$ cat src/rtl/opload_pkg.sv
// Shared types and constants for the operand load sequencer.
package opload_pkg;

   localparam int N_OPS  = 5;
   localparam int SLOT_W = 3;

   typedef enum logic [1:0] {
      IDLE  = 2'd0,
      LOAD  = 2'd1,
      START = 2'd2,
      WAIT  = 2'd3
   } opload_state_e;

endpackage

$ cat src/rtl/lsb_pick.sv
// Combinational lowest-set-bit finder for an operand mask.
// Reports the index of the lowest set bit and a flag when no bit is set.
module lsb_pick
   import opload_pkg::*;
#(
   parameter int W = N_OPS
) (
   input  logic [W-1:0]      mask_i,
   output logic [SLOT_W-1:0] idx_o,
   output logic              none_o
);

   // Scan from the top down so the lowest set bit is the last one written
   always_comb begin
      idx_o  = '0;
      none_o = 1'b1;
      for (int i = W - 1; i >= 0; i--) begin
         if (mask_i[i]) begin
            idx_o  = SLOT_W'(i);
            none_o = 1'b0;
         end
      end
   end

endmodule

$ cat src/rtl/operand_load_ctrl.sv
// Operand load sequencer: accepts a command with an operand mask, steers
// each incoming data beat into the next masked slot in ascending order,
// then pulses exec_start and waits for exec_done.
// Optional stall timeout in LOAD is enabled by defining OPLOAD_TIMEOUT_EN.
module operand_load_ctrl #(
   parameter int BUS_WIDTH = 8,
   parameter int N_OPS     = 5,
   parameter int TIMEOUT   = 16
) (
   input  logic                          clk,
   input  logic                          n_reset,
   input  logic                          cmd_valid,
   output logic                          cmd_ready,
   input  logic [N_OPS-1:0]              cmd_mask,
   input  logic                          data_valid,
   output logic                          data_ready,
   input  logic [BUS_WIDTH-1:0]          data,
   output logic [N_OPS-1:0]              reg_en,
   output logic [N_OPS*BUS_WIDTH-1:0]    ops,
   output logic                          exec_start,
   input  logic                          exec_done,
   output logic                          busy,
   output logic [opload_pkg::SLOT_W-1:0] slot_idx,
   output logic                          timeout
);
   import opload_pkg::*;

   opload_state_e     state_q, state_d;
   logic [N_OPS-1:0]  pending_q, pending_d;
   logic [SLOT_W-1:0] slot_q, slot_d;

   logic [N_OPS-1:0]  pendingCleared;
   logic [SLOT_W-1:0] cmdIdx, nextIdx;
   logic              cmdNone, nextNone;

   logic cmdReadyC, dataReadyC, execStartC, timeoutC;
   logic [N_OPS-1:0] regEnC;

   assign pendingCleared = pending_q & ~(N_OPS'(1) << slot_q);

   lsb_pick #(.W(N_OPS)) u_cmd_pick (
      .mask_i (cmd_mask),
      .idx_o  (cmdIdx),
      .none_o (cmdNone)
   );

   lsb_pick #(.W(N_OPS)) u_next_pick (
      .mask_i (pendingCleared),
      .idx_o  (nextIdx),
      .none_o (nextNone)
   );

   assign ops = {N_OPS{data}};

`ifdef OPLOAD_TIMEOUT_EN
   localparam int CNT_W = $clog2(TIMEOUT + 1);
   logic [CNT_W-1:0] stall_q, stall_d;

   // Count consecutive stalled LOAD cycles; any transfer, non-LOAD state or abort clears it
   always_comb begin
      stall_d = '0;
      if (state_q == LOAD && !data_valid && !timeoutC) begin
         stall_d = stall_q + CNT_W'(1);
      end
   end

   // Stall counter register
   always_ff @(posedge clk) begin
      if (!n_reset) begin
         stall_q <= '0;
      end else begin
         stall_q <= stall_d;
      end
   end
`else
   logic unusedTimeout;
   assign unusedTimeout = ^TIMEOUT;
`endif

   // Next-state and raw handshake outputs of the load sequencer
   always_comb begin
      state_d     = state_q;
      pending_d   = pending_q;
      slot_d      = slot_q;
      cmdReadyC   = 1'b0;
      dataReadyC  = 1'b0;
      execStartC  = 1'b0;
      timeoutC    = 1'b0;
      regEnC      = '0;
      case (state_q)
         IDLE: begin
            cmdReadyC = 1'b1;
            if (cmd_valid) begin
               pending_d = cmd_mask;
               if (cmdNone) begin
                  slot_d  = '0;
                  state_d = START;
               end else begin
                  slot_d  = cmdIdx;
                  state_d = LOAD;
               end
            end
         end
         LOAD: begin
            dataReadyC = 1'b1;
            if (data_valid) begin
               regEnC    = N_OPS'(1) << slot_q;
               pending_d = pendingCleared;
               if (nextNone) begin
                  slot_d  = '0;
                  state_d = START;
               end else begin
                  slot_d  = nextIdx;
               end
            end
`ifdef OPLOAD_TIMEOUT_EN
            else if (stall_q == CNT_W'(TIMEOUT - 1)) begin
               timeoutC  = 1'b1;
               pending_d = '0;
               slot_d    = '0;
               state_d   = IDLE;
            end
`endif
         end
         START: begin
            execStartC = 1'b1;
            state_d    = WAIT;
         end
         WAIT: begin
            if (exec_done) begin
               state_d = IDLE;
            end
         end
         default: begin
            state_d = IDLE;
         end
      endcase
   end

   // Outputs are held low for as long as reset is asserted
   always_comb begin
      cmd_ready  = cmdReadyC;
      data_ready = dataReadyC;
      reg_en     = regEnC;
      exec_start = execStartC;
      timeout    = timeoutC;
      busy       = (state_q != IDLE);
      slot_idx   = (state_q == LOAD) ? slot_q : '0;
      if (!n_reset) begin
         cmd_ready  = 1'b0;
         data_ready = 1'b0;
         reg_en     = '0;
         exec_start = 1'b0;
         timeout    = 1'b0;
         busy       = 1'b0;
      end
   end

   // State, pending mask and current slot registers
   always_ff @(posedge clk) begin
      if (!n_reset) begin
         state_q   <= IDLE;
         pending_q <= '0;
         slot_q    <= '0;
      end else begin
         state_q   <= state_d;
         pending_q <= pending_d;
         slot_q    <= slot_d;
      end
   end

endmodule

$ cat config.mk
export PLATFORM = sky130hd
export DESIGN_NAME = operand_load_ctrl
export DESIGN_NICKNAME = d
export VERILOG_FILES = /design/src/rtl/opload_pkg.sv /design/src/rtl/lsb_pick.sv /design/src/rtl/operand_load_ctrl.sv
export SDC_FILE = /design/constraint.sdc
export NUM_CORES = 1
export LEC_CHECK = 0
export BUFFER_PORTS_ARGS = -buffer_cell sky130_fd_sc_hd__buf_2
export CAP_MARGIN = 30
export CORE_UTILIZATION = 35
export CTS_BUF_LIST = sky130_fd_sc_hd__clkbuf_4
export CTS_CLUSTER_SIZE = 25
export DETAILED_ROUTE_END_ITERATION = 6
export GPL_TIMING_DRIVEN = 0
export PLACE_DENSITY = 0.78
export SETUP_SLACK_MARGIN = 0.1
export SYNTH_ARGS = -nofsm -noshare
export SYNTH_HDL_FRONTEND = slang
export SYNTH_SLANG_ARGS = --single-unit
$ cat constraint.sdc
create_clock -name clk -period 2.2 [get_ports clk]
set_clock_uncertainty 0.2 [all_clocks]
set_input_delay 0.22 -clock clk [delete_from_list [all_inputs] [get_ports clk]]
set_output_delay 0.22 -clock clk [all_outputs]
set_load 0.005 [all_outputs]
---- After elaboration in Yosys (flattened, before gate mapping) ----
Cells that the tools add are included.
word-level totals
  output and inout bits ................... 53
  word-level logic and storage cells ...... 63
  input port bits ......................... 18
  register bits after elaboration ......... 10
cells by class
  shift-type cells ........................ 1
  reductions and logical operators ........ 5
  bitwise logic cells ..................... 2
  equality and inequality tests ........... 7
  muxes and demuxes ....................... 45
operators by type and width
  cell                                                  number
  two-way mux 3 bit                                     15
  two-way mux 5 bit                                     5
  two-way mux 1 bit                                     17
  two-way mux 2 bit                                     5
  case mux 5 bit (2 select lines)                       1
  inequality test 2 bit (second input constant)         4
  case mux 2 bit (4 select lines)                       1
  case mux 3 bit (2 select lines)                       1
  bitwise AND 5 bit                                     1
  NOT 5 bit                                             1
  left shift 1 x 3 -> 5 bit (first input constant)      1
  equality test 2 bit (second input constant)           2
  AND reduction 4 bit                                   1
  nonzero test 2 bit                                    2
  AND reduction 3 bit                                   1
  equality test 2 x 1 -> 1 bit (second input constant)  1
  zero test 2 bit                                       1

---- Logic depth before layout (Yosys ltp) ----
Gate-level depths: netlist of the first run.
  depth in word-level cells ............... 11
  gate-level depth with buffers ........... 7
  gate-level depth less buffers ........... 6

---- Modules after synthesis ----
A second synthesis of the first run with hierarchy kept.
unflattened totals
  cells, all modules ...................... 154
  area total of the unflattened synthesis .. 1221.2 sq um
modules (own cells, without submodules)
  module             cells an instance  area each (sq um)  times used  seq. area each (sq um)
  operand_load_ctrl  138                1123.6             1           200.2
  lsb_pick           8                  48.8               2           0.0

---- Worst setup path after synthesis of the first run ----
No wires, ideal clock.
  path kind ............................... reg-to-reg
  start ................................... register state_q[1]
  end ..................................... register state_q[0]
  data required time ...................... 1.928 ns
  library setup time ...................... 0.072 ns
  path buffers ............................ 1
  arrival time ............................ 1.691 ns
  setup slack ............................. 0.237 ns
  stages on the path, launching flop included .. 8
  period minus slack after synthesis ...... 1.963 ns
  path through ............................ dfxtp_1 inv_1 ha_1 buf_2 and2_1 a2111o_1 a211oi_2 mux2i_1
between the ends
  cells in the longest elaborated chain, start to end .. 3
  elaborated cells between the ends (all ways) .. 10
  those cells by class .................... eq/ne (7); mux (1); reduce/logical (2)
RTL lines
  element                                                     line                      source
  start: declaration                                          operand_load_ctrl.sv:28   opload_state_e state_q, state_d;
  start signal: assignment                                    operand_load_ctrl.sv:166  state_q <= state_d;
  equality test 2 x 1 -> 1 bit, or another cell as far along  operand_load_ctrl.sv:90   case (state_q)
  inequality test 2 bit (no source line)                      --
  AND reduction 4 bit (no source line)                        --
Several ways; a longest one is shown, not always the timed one.
A chain may end at the register's enable or synchronous reset.

---- Worst setup path in the final report of the first run ----
  start ................................... register slot_q[0]
  end ..................................... register state_q[0]
between the ends
  cells in the longest elaborated chain, start to end .. 10
RTL lines
  element                                     line                      source
  start: declaration                          operand_load_ctrl.sv:30   logic [SLOT_W-1:0] slot_q, slot_d;
  start signal: assignment                    operand_load_ctrl.sv:168  slot_q <= slot_d;
  left shift 1 x 3 -> 5 bit (*)               operand_load_ctrl.sv:39   assign pendingCleared = pending_q & ~(N_OPS'(1) << slot_q);
  NOT 5 bit (*)                               operand_load_ctrl.sv:39
  bitwise AND 5 bit (*)                       operand_load_ctrl.sv:39
  two-way mux 1 bit (4 in series)             lsb_pick.sv:18            if (mask_i[i]) begin
  two-way mux 1 bit (*)                       lsb_pick.sv:18
  inequality test 2 bit (no source line) (*)  --
  AND reduction 4 bit (no source line) (*)    --
Every way passes the cells marked *; elsewhere a longest branch is shown, timed or not.

==> results_tabular.tex, run 1 <==
\begin{tabular}{lr}
\hline
Metric & Value \\
\hline
\multicolumn{2}{l}{\textbf{Worst setup path}} \\
Critical R2R Launch & slot\_q[0]\$\_SDFFE\_PN0P\_ \\
Critical Path Start Type & flip-flop \\
Worst Setup Path Type & reg -> reg \\
Worst Path Required & around 2.2 ns \\
FF-to-FF path depth & 4 \\
Type of destination of the critical path & flip-flop \\
Crit Reg-Reg Endpoint & state\_q[0]\$\_SDFFE\_PN0P\_ \\
Slack of the worst reg-to-reg path & about 0.16 ns \\
Worst path arrival time & 2.03 ns \\
Launch point of the worst path & slot\_q[0]\$\_SDFFE\_PN0P\_ \\
Highest fanout seen on the critical path & 7 \\
\multicolumn{2}{l}{\textbf{Synthesis}} \\
Number of synthesized register bits & 10 \\
Synthesized-area fraction occupied by xor and xnor cells & 0\% \\
Fraction of synthesis flops using an asynchronous set or reset pin & 0\% \\
Most area-hungry cell type in the Yosys netlist & sky130\_fd\_sc\_hd\_\_buf\_4 \\
Top cells by count, synth & sky130\_fd\_sc\_hd\_\_buf\_4 (42), sky130\_fd\_sc\_hd\_\_nand2\_1 (11), sky130\_fd\_sc\_hd\_\_dfxtp\_1 (10) \\
Mean post-synth cell area & 7.565 um2 \\
Adder and majority cell fraction of the synthesized area & 4.353\% \\
Largest cells by area after synthesis & sky130\_fd\_sc\_hd\_\_buf\_4 (27\%), sky130\_fd\_sc\_hd\_\_dfxtp\_1 (17\%), sky130\_fd\_sc\_hd\_\_ha\_1 (4.4\%), sky130\_fd\_sc\_hd\_\_and2\_1 (3.8\%), sky130\_fd\_sc\_hd\_\_nand2\_1 (3.6\%) \\
Total standard cell area after synthesis & 0.001150 mm2 \\
Share of the synthesized area in compound gates (AO/OA/AOI/OAI) & 20.13\% \\
Simple-gate portion of the synthesized area & approximately a quarter \\
Mux contribution to synthesized area & under 10\% \\
Share of the yosys chip area belonging to registers & between 10\% and 20\% \\
Count of distinct cell types in the synthesized netlist & 40 \\
Warnings, synthesis & 0 \\
Fraction of post-synthesis cell area in the top cell type by area & between 20 and 30\% \\
Synthesized net count & 174 \\
Gate count after technology mapping & about 150 \\
Cell with the most instances after synthesis & sky130\_fd\_sc\_hd\_\_buf\_4 \\
Largest family of logic cells by synthesized area & buffers and inverters \\
Count of flip-flops with a built-in enable after synthesis & 0 \\
Prevailing post-synth register cell & sky130\_fd\_sc\_hd\_\_dfxtp\_1 \\
\multicolumn{2}{l}{\textbf{STA}} \\
Worst max-slew margin expressed relative to the limit & 64.44\% \\
Final worst-path setup slack & between 0.15 and 0.2 ns \\
Final number of max-transition violations & 0 \\
Number of endpoints failing setup at the final stage & 0 \\
Maximum clock frequency & roughly 490 MHz \\
Post-route fraction of the period consumed by the critical path & between 90\% and 100\% \\
Final-report hold violation count & 0 \\
Worst Tran Pin Value & around 0.53 ns \\
Unrepaired setup endpoints after global routing & yes \\
Worst hold margin & between 0.01 and 0.015 ns \\
Final critical path time including I/O delays and setup & between 2 and 2.5 ns \\
Accumulated negative setup slack & 0 ns \\
\multicolumn{2}{l}{\textbf{Min path}} \\
Path type of the worst min-delay path & in -> reg \\
Sink of the worst hold path & pending\_q[4]\$\_SDFFE\_PN0P\_ \\
Hold Crit Start & cmd\_mask[4] \\
Instance count along the most critical hold path & 3 \\
\multicolumn{2}{l}{\textbf{Clock tree}} \\
Insertion delay of the later-clocked pin in the worst-skew pair & 0.28 ns \\
CTS clock-pin slew for the worst setup and hold paths & about 0.080 ns \\
Number of buffers created by CTS & 3 \\
H-Tree Level Count & 1 \\
TritonCTS clock tree & built \\
Sink Count & 10 \\
Maximum buffer depth of the clock tree & 2 \\
Root Driver & sky130\_fd\_sc\_hd\_\_clkbuf\_4 \\
\multicolumn{2}{l}{\textbf{Finish}} \\
Number of antenna repair diodes & 0 \\
Number of standard cells in the final layout excluding fillers & 263 \\
Final \#Nets & between 200 and 250 \\
Layout cells sized above 1 & 57.53\% \\
Area of all placed cells without fillers & 0.001579 mm2 \\
Filler instances & between 300 and 400 \\
Area Overhead vs Synth & 37.32\% \\
\multicolumn{2}{l}{\textbf{Floorplanning}} \\
Floorplan die area & 0.003518 mm2 \\
\# IOs & 71 \\
Number of placement rows & 20 \\
Initial Utilization & 37.36\% \\
Core area & 0.003078 mm2 \\
Die Ht & 59.32 um \\
Die X & approximately 60 um \\
\multicolumn{2}{l}{\textbf{GRT}} \\
Met2 demand-to-capacity share in global routing & about a quarter \\
Maximum number of pins on one net before global-route repair & 11 \\
Residual overflow from global routing & 0 \\
Met3 usage in global routing & about 4.6\% \\
Most Crowded Layer GR & met2 \\
GR Util met1 & between 10\% and 20\% \\
First-pass GRT wire length & approximately 4000 um \\
Antenna violations before repair & 0 \\
Number of global-route vias before repair & 969 \\
Overall track demand over capacity in global routing & 15.18\% \\
\multicolumn{2}{l}{\textbf{Placement}} \\
Post-place setup slack & roughly 0.056 ns \\
Global placer's final weighted congestion & slightly below 0.9 \\
Sum of net half-perimeters after detailed placement & 2102 um \\
Cell Count Post-Placement & 257 \\
Number of input and output port buffers inserted & between 60 and 70 \\
Placed Area & around 0.0015 mm2 \\
\multicolumn{2}{l}{\textbf{Route}} \\
Final routed wire length divided by cell count & approximately 10 um \\
Antenna violation net count after detailed routing & 0 \\
Post-route DRC violation count & 0 \\
Number of detailed-routing iterations run before antenna repair & 4 \\
Total vias in the final route & roughly 1200 \\
Routed wire length & 2714 um \\
Count of routing violations after the opening detailed-route iteration & 30 \\
Vias per cell & roughly 4.6 \\
\multicolumn{2}{l}{\textbf{Pwr}} \\
Power density over the cells & about 850 mW/mm2 \\
Pleak & around 0.8 nW \\
VDD IR-drop max & roughly 0.50 mV \\
\multicolumn{2}{l}{\textbf{Flow run}} \\
Max Cap Viol & 0 \\
\multicolumn{2}{l}{\textbf{Status}} \\
Run status & finished clean \\
\hline
\end{tabular}
[worst max path at each step]
stage / slack (ns) / to
6_report: 0.16 / state_q[0]$_SDFFE_PN0P_
5_1_grt: 0.08 / state_q[0]$_SDFFE_PN0P_
3_5_place_dp: 0.06 / state_q[0]$_SDFFE_PN0P_
4_1_cts: 0.13 / state_q[0]$_SDFFE_PN0P_
3_3_place_gp: 0.09 / state_q[0]$_SDFFE_PN0P_
2_1_floorplan: 0.24 / state_q[0]$_SDFFE_PN0P_
[through the flow]
step                      util [%]  power (W)
after floorplan                  -  0.0009288
after global placement       49.07   0.001122
after detailed placement     49.07   0.001139
after CTS                    50.73   0.001300
after global routing         51.30   0.001463
final                        51.30   0.001337
[where the power goes]
group	total (W)	switching, W	internal (W)
Clock	0.000138	0.0000723	0.0000658
Combinational	0.000882	0.000468	0.000414
Sequential	0.000316	0.0000676	0.000249
Total	0.00134	0.000608	0.000729
[worst max-delay path, cell delays in order, from the launching register on]
cell and delay [ns]:
sky130_fd_sc_hd__dfxtp_1 0.39, sky130_fd_sc_hd__or3b_4 0.44, sky130_fd_sc_hd__a2111o_1 0.47, sky130_fd_sc_hd__a211oi_4 0.24
sky130_fd_sc_hd__mux2i_1 0.22
[timing repair]
action	4_1_cts	5_1_grt
endpoints found under the hold margin	1	0
hold buffers	1	0
resized for setup	4	5
setup endpoints to repair	2	5
pin swaps	2	1
buffers inserted	1	0
gates cloned	0	0
[logic make-up after synthesis]
logic type | Yosys count
compound gates | 33
fa+ha+maj | 4
buf+inv | 51
flops | 10
mux | 3
other cells | 1
simple gates | 50
[routing by layer]
layer	part of all wire (%)	up-vias
met3	7.4	5
li1	-	608
met5	0	-
met4	0.55	0
met1	43	532
met2	49	57
[state kept, by name, indices dropped and copies added, names as in the netlist]
| register | flops |
|---|---|
| pending_q | 5 |
| slot_q | 3 |
| state_q | 2 |
[cell usage in the layout, fill, tap and decap left out, drive strengths merged, types with 4 or more instances in the layout]
master,instances
buf,107
clkbuf,5
nor3,5
a21boi,7
a21oi,4
o21ai,9
nand2,11
dfxtp,10
nor2,8
nor2b,6
inv,4
and2,8
ha,4
[area by class of cell]
type / count / area [um2] / area share (%)
Clock buffer: 3 / 22.52 / 1.426
Timing Repair Buffer: 63 / 322.8 / 20.44
Multi-Input combinational cell: 91 / 615.6 / 38.99
Clock inverter: 1 / 3.754 / 0.2377
Buffer: 47 / 341.6 / 21.63
Tap cell: 44 / 55.05 / 3.487
Sequential cell: 10 / 202.7 / 12.84
Inverter: 4 / 15.01 / 0.9509
Note: power is estimated with default switching activity, not from simulation.
==> run 2: changes to the inputs <==
CORE_UTILIZATION = 41   (was 35)
GPL_ROUTABILITY_DRIVEN = 0   (was unset)
PLACE_DENSITY = 0.88   (was 0.78)
==> run 2 against run 1 <==
  * Utilization grew 8.8 points
  * Combinational power shrank 2.5%
  * Cell area shrank 2.2%
  * Hold slack lost 0.0018 ns
  * Non-clock buffer count shrank 1
  * Die area shrank 14%
  * Largest cell class unchanged
==> results_tabular.tex, run 2 (synthesis gave the netlist of run 1 again) <==
\begin{tabular}{lr}
\hline
Metric & Value \\
\hline
\multicolumn{2}{l}{\textbf{Status}} \\
Run status & finished clean \\
\multicolumn{2}{l}{\textbf{Finish}} \\
Layout cells sized above 1 & 57.34\% \\
Register area & between 200 and 250 um2 \\
Most common cell after layout, fill and taps aside & sky130\_fd\_sc\_hd\_\_buf\_2 \\
Register name with the most flops & pending\_q \\
Commonest cells after routing, fill and taps aside & sky130\_fd\_sc\_hd\_\_buf\_2 (63), sky130\_fd\_sc\_hd\_\_buf\_4 (44), sky130\_fd\_sc\_hd\_\_nand2\_1 (10), sky130\_fd\_sc\_hd\_\_nor2\_1 (8), sky130\_fd\_sc\_hd\_\_dfxtp\_1 (8) \\
Top Registers & pending\_q (5), slot\_q (3), state\_q (2) \\
Final \#Nets & approximately 240 \\
Area of combinational cells with multiple inputs & approximately 610 um2 \\
Max FFs per register & 5 \\
Filler instances & between 200 and 300 \\
Area Overhead vs Synth & 34.28\% \\
Number of antenna repair diodes & 0 \\
Final core utilization & around 60\% \\
Area of all placed cells without fillers & 0.001544 mm2 \\
\multicolumn{2}{l}{\textbf{STA}} \\
Worst Tran Pin Value & $\sim$0.54 ns \\
Final number of max-transition violations & 0 \\
Unrepaired setup endpoints after global routing & yes \\
Maximum clock frequency & 495.3 MHz \\
Post-route fraction of the period consumed by the critical path & between 90 and 100\% \\
Worst hold margin & about 0.011 ns \\
Final critical path time including I/O delays and setup & 2.019 ns \\
Final-report hold violation count & 0 \\
Worst max-slew margin expressed relative to the limit & roughly 64\% \\
Accumulated negative setup slack & 0 ns \\
Number of endpoints failing setup at the final stage & 0 \\
\multicolumn{2}{l}{\textbf{Clock tree}} \\
H-Tree Level Count & 1 \\
Insertion delay of the later-clocked pin in the worst-skew pair & approximately 0.27 ns \\
Sink Count & 10 \\
Number of buffers created by CTS & 3 \\
CTS clock-pin slew for the worst setup and hold paths & about 0.080 ns \\
Root Driver & sky130\_fd\_sc\_hd\_\_clkbuf\_4 \\
Maximum buffer depth of the clock tree & 2 \\
Hold-fix buffers, CTS & 0 \\
TritonCTS clock tree & built \\
\multicolumn{2}{l}{\textbf{Floorplanning}} \\
Initial Utilization & between 40 and 50\% \\
Die Ht & approximately 55 um \\
Floorplan die area & approximately 0.0030 mm2 \\
Die X & about 55 um \\
Core area & $\sim$0.0026 mm2 \\
Number of placement rows & 18 \\
\# IOs & 71 \\
\multicolumn{2}{l}{\textbf{Route}} \\
Antenna violation net count after detailed routing & 0 \\
Wire length on met1 & 1170 um \\
Number of detailed-routing iterations run before antenna repair & 4 \\
Final routed wire length divided by cell count & 11.08 um \\
Metal2 WL & $\sim$1400 um \\
Vias per cell & between 4 and 5 \\
Max layer used & met4 \\
Post-route DRC violation count & 0 \\
Total vias in the final route & 1217 \\
Met3 wirelength from detailed routing & approximately 180 um \\
Count of routing violations after the opening detailed-route iteration & 19 \\
Routed wire length & approximately 2700 um \\
\multicolumn{2}{l}{\textbf{GRT}} \\
Overall track demand over capacity in global routing & 18.57\% \\
First-pass GRT wire length & $\sim$4000 um \\
Number of global-route vias before repair & a little over 900 \\
Maximum number of pins on one net before global-route repair & 11 \\
Residual overflow from global routing & 0 \\
Antenna violations before repair & 0 \\
\multicolumn{2}{l}{\textbf{Worst setup path}} \\
Worst Setup Path Type & reg -> reg \\
Critical Path Start Type & flip-flop \\
Worst Path Required & roughly 2.2 ns \\
Type of destination of the critical path & flip-flop \\
Worst path arrival time & between 2 and 2.5 ns \\
Highest fanout seen on the critical path & 7 \\
\multicolumn{2}{l}{\textbf{Placement}} \\
Number of input and output port buffers inserted & 61 \\
Placed Area & 0.001493 mm2 \\
Sum of net half-perimeters after detailed placement & $\sim$2200 um \\
\multicolumn{2}{l}{\textbf{Flow run}} \\
Max Cap Viol & 0 \\
\multicolumn{2}{l}{\textbf{Pwr}} \\
Power consumption & around 0.0013 W \\
VDD IR-drop max & $\sim$0.6 mV \\
Pleak & just under 0.8 nW \\
Power density over the cells & approximately 850 mW/mm2 \\
\multicolumn{2}{l}{\textbf{Min path}} \\
Path type of the worst min-delay path & in -> reg \\
\hline
\end{tabular}
## run 2: changes by cell type in the layout (fill, tap and decap cells not counted), sizes merged
cell | previous run | this run
dlygate4sd3 | 1 | 0
## run 2: timing repair
action / in CTS / in global routing
setup endpoints to repair: 3 / 4
endpoints found under the hold margin: 0 / 0
resized for setup: 5 / 2
buffers inserted: 1 / 0
pin swaps: 1 / 2
## run 2: final timing paths
| check | start | endpoint | slack, ns | depth (start not counted) |
|---|---|---|---|---|
| worst max register to register | state_q[0]$_SDFFE_PN0P_ | state_q[0]$_SDFFE_PN0P_ | 0.18 | 6 |
| worst max-delay path | state_q[0]$_SDFFE_PN0P_ | state_q[0]$_SDFFE_PN0P_ | 0.18 | 6 |
| worst min-delay path | cmd_mask[4] | pending_q[4]$_SDFFE_PN0P_ | 0.01 | 3 |
| worst min register to register | state_q[0]$_SDFFE_PN0P_ | state_q[0]$_SDFFE_PN0P_ | 0.30 | 2 |
## run 2: stage by stage
step / setup slack (ns) / instances
5_1_grt: 0.09109 / 248
2_1_floorplan: 0.2375 / 152
3_3_place_gp: 0.1065 / 243
3_5_place_dp: 0.08185 / 243
4_1_cts: 0.1119 / 248
6_report: 0.1808 / 248
## run 2: routing by layer
| metal | GRT usage, % | vias to the layer above |
|---|---|---|
| li1 | - | 613 |
| met1 | 23.65 | 549 |
| met2 | 31.33 | 50 |
| met3 | 2.459 | 5 |
| met4 | 7.500 | 0 |
| met5 | 0 | - |
## run 2: critical path, stage by stage, from the launching register on
cell,delay [ns]
sky130_fd_sc_hd__dfxtp_4,0.37
sky130_fd_sc_hd__inv_1,0.06
sky130_fd_sc_hd__ha_2,0.22
sky130_fd_sc_hd__and2b_2,0.24
sky130_fd_sc_hd__a2111o_1,0.40
sky130_fd_sc_hd__a211oi_2,0.25
sky130_fd_sc_hd__mux2i_1,0.21
## run 2: final cells by class
cell class | instances | share of cell area, %
Inverter | 4 | 0.9724
Timing Repair Buffer | 62 | 20.26
Buffer | 47 | 22.04
Clock inverter | 1 | 0.2431
Tap cell | 30 | 2.431
Clock buffer | 3 | 1.459
Multi-Input combinational cell | 91 | 39.30
Sequential cell | 10 | 13.29
## run 2: report_power, final
| part | total [W] | switching [W] | leakage, nW | internal [W] |
|---|---|---|---|---|
| logic | 0.000860 | 0.000456 | 0.694 | 0.000403 |
| clock network | 0.000136 | 0.0000703 | 0.0154 | 0.0000657 |
| registers | 0.000319 | 0.0000668 | 0.0834 | 0.000253 |
| total | 0.00131 | 0.000593 | 0.793 | 0.000722 |
